`src/rtl/seq_div_if.sv`:
```
// Handshake and result bundle for seq_div.
//   start/dividend/divisor : request side, driven by the master
//   busy/done/q/r/div_by_zero : result side, driven by the divider (slave)
interface seq_div_if #(
   parameter int unsigned N = 8
);
   logic         start;
   logic [N-1:0] dividend;
   logic [N-1:0] divisor;
   logic         busy;
   logic         done;
   logic [N-1:0] q;
   logic [N-1:0] r;
   logic         div_by_zero;

   modport master (
      output start, dividend, divisor,
      input  busy, done, q, r, div_by_zero
   );

   modport slave (
      input  start, dividend, divisor,
      output busy, done, q, r, div_by_zero
   );
endinterface

```
`src/rtl/seq_div.sv`:
```
// Iterative unsigned restoring divider, one quotient bit per clock.
// Ports:
//   clk   : rising-edge clock
//   rst_n : asynchronous active-low reset
//   bus   : seq_div_if.slave -- start/dividend/divisor in;
//           busy/done/q/r/div_by_zero out (all registered)
module seq_div #(
   parameter int unsigned N = 8
) (
   input logic      clk,
   input logic      rst_n,
   seq_div_if.slave bus
);

   localparam int unsigned CW = $clog2(N);

   typedef enum logic [1:0] {
      S_IDLE = 2'd0,
      S_RUN  = 2'd1,
      S_DONE = 2'd2
   } state_t;

   state_t        state_q, state_d;
   logic [CW-1:0] cnt_q,   cnt_d;
   logic [N-1:0]  rem_q,   rem_d;
   logic [N-1:0]  quo_q,   quo_d;
   logic [N-1:0]  dvs_q,   dvs_d;
   logic [N-1:0]  q_q,     q_d;
   logic [N-1:0]  r_q,     r_d;
   logic          dz_q,    dz_d;
   logic          busy_q,  busy_d;
   logic          done_q,  done_d;

   // One restoring step. The stored remainder is always < divisor, so its
   // top bit (bit N of the architectural N+1-bit remainder) is always zero
   // and only N bits are kept.
   logic [N:0]   iter_t;
   logic [N:0]   iter_diff;
   logic [N-1:0] iter_rem;
   logic [N-1:0] iter_quo;

   always_comb begin
      iter_t    = {rem_q, quo_q[N-1]};
      iter_diff = iter_t - {1'b0, dvs_q};
      if (!iter_diff[N]) begin
         iter_rem = iter_diff[N-1:0];
         iter_quo = {quo_q[N-2:0], 1'b1};
      end else begin
         iter_rem = iter_t[N-1:0];
         iter_quo = {quo_q[N-2:0], 1'b0};
      end
   end

   // Next-state and register updates.
   always_comb begin
      state_d = state_q;
      cnt_d   = cnt_q;
      rem_d   = rem_q;
      quo_d   = quo_q;
      dvs_d   = dvs_q;
      q_d     = q_q;
      r_d     = r_q;
      dz_d    = dz_q;

      if (bus.start && (state_q != S_RUN)) begin
         // Accepted from IDLE or DONE (back-to-back).
         if (bus.divisor == '0) begin
            state_d = S_DONE;
            q_d     = '1;
            r_d     = bus.dividend;
            dz_d    = 1'b1;
         end else begin
            state_d = S_RUN;
            cnt_d   = '0;
            rem_d   = '0;
            quo_d   = bus.dividend;
            dvs_d   = bus.divisor;
         end
      end else begin
         case (state_q)
            S_RUN: begin
               rem_d = iter_rem;
               quo_d = iter_quo;
               cnt_d = cnt_q + CW'(1);
               if (cnt_q == CW'(N - 1)) begin
                  state_d = S_DONE;
                  cnt_d   = '0;
                  q_d     = iter_quo;
                  r_d     = iter_rem;
                  dz_d    = 1'b0;
               end
            end
            S_DONE:  state_d = S_IDLE;
            default: state_d = S_IDLE;
         endcase
      end

      busy_d = (state_d == S_RUN);
      done_d = (state_d == S_DONE);
   end

   // State and datapath registers.
   always_ff @(posedge clk or negedge rst_n) begin
      if (!rst_n) begin
         state_q <= S_IDLE;
         cnt_q   <= '0;
         rem_q   <= '0;
         quo_q   <= '0;
         dvs_q   <= '0;
         q_q     <= '0;
         r_q     <= '0;
         dz_q    <= 1'b0;
         busy_q  <= 1'b0;
         done_q  <= 1'b0;
      end else begin
         state_q <= state_d;
         cnt_q   <= cnt_d;
         rem_q   <= rem_d;
         quo_q   <= quo_d;
         dvs_q   <= dvs_d;
         q_q     <= q_d;
         r_q     <= r_d;
         dz_q    <= dz_d;
         busy_q  <= busy_d;
         done_q  <= done_d;
      end
   end

   assign bus.busy        = busy_q;
   assign bus.done        = done_q;
   assign bus.q           = q_q;
   assign bus.r           = r_q;
   assign bus.div_by_zero = dz_q;

endmodule
```
`src/flat_wrapper.sv`:
```
// flat-port wrapper written by rule: the top's interface ports become plain ports
module seq_div_flat 
#(
   parameter int unsigned N = 8
)
  (clk, rst_n, bus_start, bus_dividend, bus_divisor, bus_busy, bus_done, bus_q, bus_r, bus_div_by_zero);
  seq_div_if #(.N(N)) bus_i ();
  input logic clk;
  input logic rst_n;
  input wire logic [$bits(bus_i.start)-1:0] bus_start;
  input wire logic [$bits(bus_i.dividend)-1:0] bus_dividend;
  input wire logic [$bits(bus_i.divisor)-1:0] bus_divisor;
  output wire logic [$bits(bus_i.busy)-1:0] bus_busy;
  output wire logic [$bits(bus_i.done)-1:0] bus_done;
  output wire logic [$bits(bus_i.q)-1:0] bus_q;
  output wire logic [$bits(bus_i.r)-1:0] bus_r;
  output wire logic [$bits(bus_i.div_by_zero)-1:0] bus_div_by_zero;
  assign bus_i.start = bus_start;
  assign bus_i.dividend = bus_dividend;
  assign bus_i.divisor = bus_divisor;
  assign bus_busy = bus_i.busy;
  assign bus_done = bus_i.done;
  assign bus_q = bus_i.q;
  assign bus_r = bus_i.r;
  assign bus_div_by_zero = bus_i.div_by_zero;
  seq_div #(.N(N)) u_core (.clk(clk), .rst_n(rst_n), .bus(bus_i));
endmodule
```
`config.mk`:
```
export PLATFORM = sky130hd
export DESIGN_NAME = seq_div_flat
export DESIGN_NICKNAME = d
export VERILOG_FILES = /design/src/rtl/seq_div_if.sv /design/src/rtl/seq_div.sv /design/src/flat_wrapper.sv
export SDC_FILE = /design/constraint.sdc
export NUM_CORES = 1
export LEC_CHECK = 0
export CORE_ASPECT_RATIO = 0.75
export CORE_MARGIN = 2
export CORE_UTILIZATION = 45
export CTS_CLUSTER_DIAMETER = 120
export CTS_CLUSTER_SIZE = 16
export DETAILED_ROUTE_END_ITERATION = 16
export GPL_TIMING_DRIVEN = 0
export PLACE_DENSITY = 0.8
export SETUP_SLACK_MARGIN = 0.3
export SYNTH_ARGS = -nofsm -noshare
export SYNTH_HDL_FRONTEND = slang
export SYNTH_SLANG_ARGS = --single-unit
```
`constraint.sdc`:
```
create_clock -name clk -period 2.4 [get_ports clk]
set_input_delay 0.48 -clock clk [delete_from_list [all_inputs] [get_ports clk]]
set_output_delay 0.48 -clock clk [all_outputs]
set_load 0.02 [all_outputs]
```
==> impl_metrics.json <==
{
  "htreeDepth": 2,
  "synth_cell_types": 49,
  "cap_violations": 0,
  "crit_path_start": "u_core.quo_q[7]",
  "path_clk_slew_ps": 90,
  "swShare_pct": 44.3,
  "avgSynthCellArea_sq_um": 9.80,
  "postCtsHoldBufs": 0,
  "ys_warn_count": 0,
  "power.leakage_uw": 0.00146,
  "place.gp.congestion": 0.788,
  "grt_max_degree": 41,
  "tritoncts": "built",
  "hpwl_microns": 4490,
  "outcome": "finished with violations",
  "seqPwrFrac_pct": 26.0,
  "dr.pass1.iters": 7,
  "synth-seq-area-share_pct": 47.3,
  "drive_gt1_share_pct": 16.3,
  "fmax_ghz": 0.405,
  "crit_arrival_ps": 2690,
  "timing.final.crit_share_pct": 103,
  "yosysTopAreaCell": "dfrtp_1",
  "routed_via_density": 5.65,
  "postLayoutCoreUtil_pct": 61.0,
  "netlist_instances": 259,
  "syn2layout_area_growth_pct": 29.4,
  "final_cells": 387,
  "fillerInstances": 457,
  "cts-root-buf": "clkbuf_8",
  "wirelength_microns": 6410,
  "antenna_cells": 0,
  "avgRoutedWirePerCell_microns": 16.6,
  "finalPower_uw": 5700,
  "switching_power_uw": 2530,
  "placedCellCount": 371,
  "numCtsBuffers": 5,
  "synth_area_sq_mm": 0.00254,
  "die_width_microns": 90.7,
  "critical_path_class": "register to register",
  "setup_ws_ps": -69.8,
  "io_buffers": 36,
  "critical_path.max_stage_delay_ps": 410,
  "final_nets": 342,
  "synthesis.nets": 289,
  "cp-end-kind": "register",
  "synth_top_cell_area_share_pct": 47.3,
  "vias": 2188,
  "drt_iter0_drc": 171,
  "cts_sinks": 48,
  "fp.dieH_microns": 69.0,
  "rsz0062_at_grt": "yes",
  "worstRegToRegCells": 10,
  "die_area_sq_mm": 0.00626,
  "synth_edf_count": 0,
  "cp_cell_sequence": "inv_2, ha_4, inv_2, fa_2, a211oi_4, o211a_1, o211a_1, buf_6, mux2_4, o22ai_2",
  "irDropWorstVdd_v": 0.000643,
  "cts_max_path_buffers": 2,
  "r2r_slack_ps": -70,
  "grt_pass1_vias": 2107,
  "grt_first_pass_wirelength_microns": 10500,
  "clk_latency_ps": 300,
  "rr_startpoint": "u_core.quo_q[7]",
  "start_kind": "register",
  "regToRegEndpoint": "u_core.bus.r[0]",
  "combPwrFrac_pct": 65.8,
  "fin_crit_ps": 2470,
  "violations": "negative setup slack",
  "track_usage_pct": 21.0,
  "core_sq_mm": 0.00538,
  "power.internal_uw": 3170,
  "worst_ep_required_time_ps": 2620,
  "p_per_area_mw_per_mm2": 1740,
  "grt.overflow.total": 0,
  "slew_headroom_pct": 65.7,
  "crit_path_top_delay_cell": "dfrtp_1",
  "initial_core_util_pct": 47.2,
  "async_reset_ff_share_pct": 100,
  "cp_max_fo": 8,
  "hold_class": "primary input to asynchronous set/reset pin",
  "antenna_found_initial": 0,
  "clock_skew_ps": 5.27,
  "ant_nets": 0,
  "drc": 0,
  "hold_violations": 0,
  "synth_area_leaders": "dfrtp_1 (47%), nand2_1 (6.1%), mux2i_1 (5.5%), ha_1 (4.9%), o21ai_0 (3.2%)",
  "setup_violations": 7,
  "p_clk_share_pct": 8.2,
  "io_pins": 38,
  "worst_pin_slew_ps": 514,
  "finalMaxSlewViolations": 0,
  "rows": 23,
  "ys.flop_type": "dfrtp_1",
  "synth_seq_cells": 48
}
## registers in the layout, summed over array words and instances, names as in the netlist
signal	count
u_core.state_q	2
u_core.dvs_q	8
u_core.bus.r	8
u_core.quo_q	8
u_core.bus.done	1
u_core.cnt_q	3
u_core.rem_q	8
u_core.bus.busy	1
u_core.bus.q	8
u_core.bus.div_by_zero	1
## routing by layer
metal / global-route usage, % / vias up / routed length, microns
met5: 0 / - / 0
met4: 5.98 / 0 / 70
met3: 5.57 / 12 / 468
met2: 30.6 / 82 / 2880
met1: 30.8 / 1059 / 2990
li1: - / 1035 / -
## cells in the final DEF (no fill, tap or decap), types with 3 or more instances in the layout
cell,count
a21oi_1,15
buf_4,7
buf_6,3
clkbuf_1,9
clkbuf_8,5
clkdlybuf4s50_1,35
dfrtp_1,48
ha_1,9
inv_1,10
mux2_2,6
mux2i_1,10
mux2i_2,4
nand2_1,40
nand3_1,9
nor2_1,10
o21ai_0,10
o21ai_1,15
o22ai_1,5
xor2_1,4
## area by class of cell
class,instances,area [sq um],area share [%]
multi-input cells,186,1350,41.1
flip-flops and latches,48,1200,36.6
repair buffers,46,450,13.7
well taps,75,93.8,2.86
clock buffers,6,72.6,2.21
plain buffers,13,66.3,2.02
inverters,12,45.0,1.37
clock inverters,1,5.00,0.152
## kinds of logic (layout without fill, tap and decap cells)
group / Yosys count / after routing / synth area share (%)
simple gates: 78 / 78 / 14.0
compound gates: 72 / 72 / 18.6
flops: 48 / 48 / 47.3
buf+inv: 25 / 78 / 4.14
mux: 21 / 21 / 8.78
fa+ha+maj: 11 / 11 / 5.72
xor+xnor: 4 / 4 / 1.38
## metrics by stage
stage | setup WS [ps] | instance area (sq um) | setup TNS [ps] | hold slack [ps]
floorplan | 149 | 2540 | 0 | 184
global placement | -515 | 2990 | -28100 | 461
detailed placement | -241 | 3010 | -5060 | 347
CTS | -17.7 | 3180 | -20.2 | 24.4
global route | -136 | 3280 | -1280 | 19.1
finish | -69.8 | 3280 | -164 | 15.5
## synthesized netlist by cell type, types with 3 or more instances
cell type / instances
o21ai_0: 16
ha_1: 10
o31ai_1: 3
buf_2: 3
mux2i_1: 14
nand3_1: 10
dfrtp_1: 48
o21ai_1: 11
mux2_2: 6
clkbuf_1: 8
nand2_1: 41
xor2_1: 4
inv_1: 12
nor2_1: 10
o22ai_1: 5
a21oi_1: 15
## how the worst max path moves through the flow
stage | depth (start not counted) | endpoint | slack, ps
2_1_floorplan | 10 | u_core.bus.r[0] | 150
3_3_place_gp | 1 | u_core.dvs_q[2] | -520
3_5_place_dp | 7 | u_core.cnt_q[0] | -240
4_1_cts | 10 | u_core.bus.r[0] | -20
5_1_grt | 10 | u_core.bus.r[0] | -140
6_report | 10 | u_core.bus.r[0] | -70
## worst max-delay path: cells and delay by family, from the launching register on
| family | cells | cell delay, ps |
|---|---|---|
| DFF | 1 | 410 |
| muxes | 1 | 330 |
| buffers and inverters | 3 | 300 |
| adders and majority gates | 2 | 510 |
| AOI/OAI and AO/OA | 4 | 850 |
## power by group through the flow
stage	combinational (uW)	clock [uW]	sequential (uW)
global placement	2990	0	1470
CTS	3430	465	1480
floorplan	2110	0	1590
finish	3750	466	1480
global route	4080	510	1530
detailed placement	3090	0	1480
## what timing repair did
item                                    in CTS  in global routing
hold endpoints to repair                     0                  0
endpoints found under the setup margin      44                 44
setup buffers                                3                  6
gates resized for setup                     16                 13
pin swaps                                   14                  8
(Power assumes the default switching activity.)
